===== src/rtl/dec_ex_pipeline_reg.sv =====
// dec_ex_pipeline_reg: decode-to-execute pipeline register for the 5-stage core.
// Latches the decoded bundle into EX, inserts zero-encoded bubbles on flush or
// when decode is empty, and holds on stall. One action per edge, in priority
// order rst > flush > stall > load. Reset is synchronous, active-high.
// Optional feature: define DEC_EX_STATS_EN to compile in three 32-bit event
// counters (instructions loaded, flushes, stalls) and their output ports.
module dec_ex_pipeline_reg #(
  parameter int unsigned XLEN     = 32,
  parameter int unsigned ALU_OP_W = 4
) (
  input  logic                clk,
  input  logic                rst,
  input  logic                flush,
  input  logic                stall,
  input  logic                dec_valid,
  input  logic [XLEN-1:0]     dec_pc,
  input  logic [XLEN-1:0]     dec_pc_plus4,
  input  logic [XLEN-1:0]     dec_rs1_data,
  input  logic [XLEN-1:0]     dec_rs2_data,
  input  logic [XLEN-1:0]     dec_imm,
  input  logic [4:0]          dec_rs1_addr,
  input  logic [4:0]          dec_rs2_addr,
  input  logic [4:0]          dec_rd_addr,
  input  logic                dec_reg_write,
  input  logic                dec_mem_write,
  input  logic                dec_mem_read,
  input  logic                dec_branch,
  input  logic                dec_jump,
  input  logic                dec_alu_src,
  input  logic [1:0]          dec_result_src,
  input  logic [ALU_OP_W-1:0] dec_alu_op,
  output logic                ex_valid,
  output logic [XLEN-1:0]     ex_pc,
  output logic [XLEN-1:0]     ex_pc_plus4,
  output logic [XLEN-1:0]     ex_rs1_data,
  output logic [XLEN-1:0]     ex_rs2_data,
  output logic [XLEN-1:0]     ex_imm,
  output logic [4:0]          ex_rs1_addr,
  output logic [4:0]          ex_rs2_addr,
  output logic [4:0]          ex_rd_addr,
  output logic                ex_reg_write,
  output logic                ex_mem_write,
  output logic                ex_mem_read,
  output logic                ex_branch,
  output logic                ex_jump,
  output logic                ex_alu_src,
  output logic [1:0]          ex_result_src,
  output logic [ALU_OP_W-1:0] ex_alu_op
`ifdef DEC_EX_STATS_EN
  ,
  output logic [31:0]         stat_instr_count,
  output logic [31:0]         stat_flush_count,
  output logic [31:0]         stat_stall_count
`endif
);

  localparam int unsigned REG_ADDR_W   = 5;
  localparam int unsigned RESULT_SRC_W = 2;
  localparam int unsigned STAT_W       = 32;

  // Full EX slot; the all-zero value is the bubble encoding.
  typedef struct packed {
    logic                    valid;
    logic [XLEN-1:0]         pc;
    logic [XLEN-1:0]         pc_plus4;
    logic [XLEN-1:0]         rs1_data;
    logic [XLEN-1:0]         rs2_data;
    logic [XLEN-1:0]         imm;
    logic [REG_ADDR_W-1:0]   rs1_addr;
    logic [REG_ADDR_W-1:0]   rs2_addr;
    logic [REG_ADDR_W-1:0]   rd_addr;
    logic                    reg_write;
    logic                    mem_write;
    logic                    mem_read;
    logic                    branch;
    logic                    jump;
    logic                    alu_src;
    logic [RESULT_SRC_W-1:0] result_src;
    logic [ALU_OP_W-1:0]     alu_op;
  } ex_bundle_t;

  ex_bundle_t dec_bundle_c;
  ex_bundle_t ex_d;
  ex_bundle_t ex_q;

  // Gather the decode fields into one slot image.
  always_comb begin
    dec_bundle_c            = '0;
    dec_bundle_c.valid      = dec_valid;
    dec_bundle_c.pc         = dec_pc;
    dec_bundle_c.pc_plus4   = dec_pc_plus4;
    dec_bundle_c.rs1_data   = dec_rs1_data;
    dec_bundle_c.rs2_data   = dec_rs2_data;
    dec_bundle_c.imm        = dec_imm;
    dec_bundle_c.rs1_addr   = dec_rs1_addr;
    dec_bundle_c.rs2_addr   = dec_rs2_addr;
    dec_bundle_c.rd_addr    = dec_rd_addr;
    dec_bundle_c.reg_write  = dec_reg_write;
    dec_bundle_c.mem_write  = dec_mem_write;
    dec_bundle_c.mem_read   = dec_mem_read;
    dec_bundle_c.branch     = dec_branch;
    dec_bundle_c.jump       = dec_jump;
    dec_bundle_c.alu_src    = dec_alu_src;
    dec_bundle_c.result_src = dec_result_src;
    dec_bundle_c.alu_op     = dec_alu_op;
  end

  // Next slot: reset/flush/empty decode all yield the zero bubble, which keeps
  // controls gated by valid and register addresses at x0 for the hazard unit.
  always_comb begin
    ex_d = '0;
    if (rst) begin
      ex_d = '0;
    end else if (flush) begin
      ex_d = '0;
    end else if (stall) begin
      ex_d = ex_q;
    end else if (dec_valid) begin
      ex_d = dec_bundle_c;
    end else begin
      ex_d = '0;
    end
  end

  // Slot register; reset is folded into ex_d so this is a plain flop bank.
  always_ff @(posedge clk) begin
    ex_q <= ex_d;
  end

  assign ex_valid      = ex_q.valid;
  assign ex_pc         = ex_q.pc;
  assign ex_pc_plus4   = ex_q.pc_plus4;
  assign ex_rs1_data   = ex_q.rs1_data;
  assign ex_rs2_data   = ex_q.rs2_data;
  assign ex_imm        = ex_q.imm;
  assign ex_rs1_addr   = ex_q.rs1_addr;
  assign ex_rs2_addr   = ex_q.rs2_addr;
  assign ex_rd_addr    = ex_q.rd_addr;
  assign ex_reg_write  = ex_q.reg_write;
  assign ex_mem_write  = ex_q.mem_write;
  assign ex_mem_read   = ex_q.mem_read;
  assign ex_branch     = ex_q.branch;
  assign ex_jump       = ex_q.jump;
  assign ex_alu_src    = ex_q.alu_src;
  assign ex_result_src = ex_q.result_src;
  assign ex_alu_op     = ex_q.alu_op;

`ifdef DEC_EX_STATS_EN
  logic              load_valid_c;
  logic              flush_evt_c;
  logic              stall_evt_c;
  logic [STAT_W-1:0] instr_cnt_q;
  logic [STAT_W-1:0] flush_cnt_q;
  logic [STAT_W-1:0] stall_cnt_q;

  // Counter events follow the same priority as the slot action.
  always_comb begin
    load_valid_c = 1'b0;
    flush_evt_c  = 1'b0;
    stall_evt_c  = 1'b0;
    if (!rst) begin
      if (flush) begin
        flush_evt_c = 1'b1;
      end else if (stall) begin
        stall_evt_c = 1'b1;
      end else begin
        load_valid_c = dec_valid;
      end
    end
  end

  // Event counters, wrapping modulo 2^32.
  always_ff @(posedge clk) begin
    if (rst) begin
      instr_cnt_q <= '0;
      flush_cnt_q <= '0;
      stall_cnt_q <= '0;
    end else begin
      if (load_valid_c) instr_cnt_q <= instr_cnt_q + STAT_W'(1);
      if (flush_evt_c)  flush_cnt_q <= flush_cnt_q + STAT_W'(1);
      if (stall_evt_c)  stall_cnt_q <= stall_cnt_q + STAT_W'(1);
    end
  end

  assign stat_instr_count = instr_cnt_q;
  assign stat_flush_count = flush_cnt_q;
  assign stat_stall_count = stall_cnt_q;
`endif

endmodule


===== config.mk =====
export PLATFORM = sky130hd
export DESIGN_NAME = dec_ex_pipeline_reg
export DESIGN_NICKNAME = d
export VERILOG_FILES = /design/src/rtl/dec_ex_pipeline_reg.sv
export SDC_FILE = /design/constraint.sdc
export NUM_CORES = 1
export LEC_CHECK = 0
export BUFFER_PORTS_ARGS = -buffer_cell sky130_fd_sc_hd__buf_2
export CELL_PAD_IN_SITES_DETAIL_PLACEMENT = 0
export CELL_PAD_IN_SITES_GLOBAL_PLACEMENT = 1
export CORE_MARGIN = 5
export CORE_UTILIZATION = 33
export DETAILED_ROUTE_END_ITERATION = 16
export PLACE_DENSITY = 0.83
export SYNTH_ARGS = -nofsm -noshare
export SYNTH_HDL_FRONTEND = slang
export SYNTH_SLANG_ARGS = --single-unit

===== constraint.sdc =====
create_clock -name clk -period 1.2 [get_ports clk]
set_input_delay 0.18 -clock clk [delete_from_list [all_inputs] [get_ports clk]]
set_output_delay 0.18 -clock clk [all_outputs]
set_load 0.005 [all_outputs]

==> out/metrics.csv <==
metric;value;unit
power.density;1250;nW/um^2
tns;0;ns
holdWs;0.0235;ns
grt_max_degree;64;
die_w;164;um
hold_viol_final;0;
path_clk_slew;0.08;ns
postSynthCellCount;836;
fin_crit_sh;92.0;%
drive_above_1_share;46.7;%
holdPathStages;3;
antenna_cells;0;
cts-root-buf;clkbuf_16;
r2r_slack;0.59;ns
power.leakage;4.41;nW
wl_per_cell;15.5;um
power.total;13.5;mW
drc;0;
wl;23800;um
critPathKind;reg -> out;
worstHoldStart;dec_imm[0];
grt_usage;16.6;%
antenna_found_initial;0;
syn-cell-area;7870;um^2
drt_first_pass_iters;4;
cts_sinks;188;
htreeDepth;4;
path_cells;buf_2;
avgSynthCellArea;9.42;um^2
dpl.hpwl;17200;um
drt_iter0_markers;414;
via_count;7099;
numCtsBuffers;17;
grt_pass1_wl;36300;um
area_growth;36.5;%
critPathRequiredTime;1.02;ns
hold_end;ex_imm[0];
fin_nets;1395;
arrival;0.92;ns
crit_slowest_cell;dfxtp_1;
crit_path_max_incr_delay;0.36;ns
cp_num_buf_inv;1;
hold_class;in -> reg;
slew_headroom;77.2;%
setup_violations;0;
startpoint_type;flip-flop;
rr_startpoint;ex_rs2_data[1];
mostFrequentLayoutCells;buf_2, dfxtp_1, nand2_1, nand3b_1, a21oi_2;
drt-vias-per-instance;4.62;
fin_skew;0;ns
clock.fmax;906;MHz
die_h;164;um
ir_worst_vdd;0.000703;V
cts_buffer_depth;2;
layout_commonest_cell;buf_2;
row_count;56;
drv_cap;0;
final.min_clock_period;1.10;ns
grt_pass1_vias;7039;
die_area;27000;um^2
finalWeightedCongestion;0.790;
ys_seq_elements;188;
end_kind;primary output;
final_antenna_net_count;0;
worst-path-max-fanout;2;
cts_tree;yes;
synth.net_count;1028;
rsz0062_at_grt;no;
initial_utilization;33.5;%
drv_slew;0;
io_pins;380;
synth.distinct_cells;14;
port_buffers;379;
worstReg2RegEnd;ex_rs2_data[1];
yosysWarnings;0;
worstRegToRegCells;2;
worstSkewPairLatency;0.42;ns
tightest_slew;0.342;ns
crit_family;flip-flops;
grt-ovfl-total;0;
outcome;complete, no violations;
coreArea;23500;um^2
ys_seq_area_share;47.8;%
per-stage QoR:
step | setup slack (ns) | utilization (%) | cells | instance area [um^2]
5_1_grt | 0.0378 | 45.8 | 1535 | 10700
6_report | 0.0956 | 45.8 | 1535 | 10700
2_1_floorplan | 0.223 | - | 836 | 7870
4_1_cts | 0.0655 | 45.7 | 1534 | 10700
3_3_place_gp | 0.0775 | 42.7 | 1487 | 10000
3_5_place_dp | 0.0719 | 42.7 | 1487 | 10000
synth_stat cells (all sizes together):
master	number	area share (%)
or2	1	0.080
nand3b	187	18
clkbuf	27	1.3
mux2i	1	0.13
dfxtp	188	48
nor2	1	0.048
nand2	187	8.9
buf	57	6.3
a21oi	187	18
timing repair:
item | in CTS | in global routing
hold buffers | 15 | 1
endpoints found under the hold margin | 15 | 1
setup buffers | 0 | 0
resized for setup | 0 | 0
worst min-delay path, stage by stage:
cell	delay, ns
buf_2	0.09
nand3b_1	0.07
a21oi_1	0.06
routing by layer:
layer  vias up  GRT usage (%)  routed length (um)
li1       3562              -                   -
met1      3282           20.3               10000
met2       229           27.8               11400
met3        26           5.59                1940
met4         0           5.03                 417
met5         -              0                   0
cell families (layout without fill, tap and decap cells):
group           after synthesis  after routing  share of synthesized area [%]
compound gates              187            187                           17.6
buf+inv                      84            464                           7.58
flops                       188            188                           47.8
mux                           1              1                          0.127
simple gates                376            376                           26.9
worst max path at each step:
stage | to | from | slack (ns) | depth (start not counted)
2_1_floorplan | ex_imm[24] | flush | 0.22 | 5
4_1_cts | ex_pc_plus4[11] | ex_pc_plus4[11] | 0.07 | 1
3_5_place_dp | ex_pc[30] | flush | 0.07 | 4
6_report | ex_pc_plus4[11] | ex_pc_plus4[11] | 0.1 | 1
3_3_place_gp | ex_result_src[1] | flush | 0.08 | 4
5_1_grt | ex_pc_plus4[11] | ex_pc_plus4[11] | 0.04 | 1
layout make-up:
type                            instances  area, um^2
Fill cell                            2324       12700
Sequential cell                       188        3760
Multi-Input combinational cell        564        3510
Timing Repair Buffer                  432        2500
Clock buffer                           20         457
Tap cell                              319         399
Clock inverter                         12         115
flip-flops by register name (all words and copies together) (netlist names), 2 cells and up:
signal	flops
ex_result_src	2
ex_rs2_data	32
ex_imm	32
ex_rd_addr	5
ex_rs2_addr	5
ex_alu_op	4
ex_rs1_addr	5
ex_pc_plus4	32
ex_rs1_data	32
ex_pc	32
power by group:
group	total, mW	internal, mW	switching (mW)
registers	6.42	6.36	0.0623
logic	1.47	0.710	0.762
clock network	5.57	2.87	2.69
total	13.5	9.95	3.52
No activity file was read; power rests on OpenSTA's default activity.
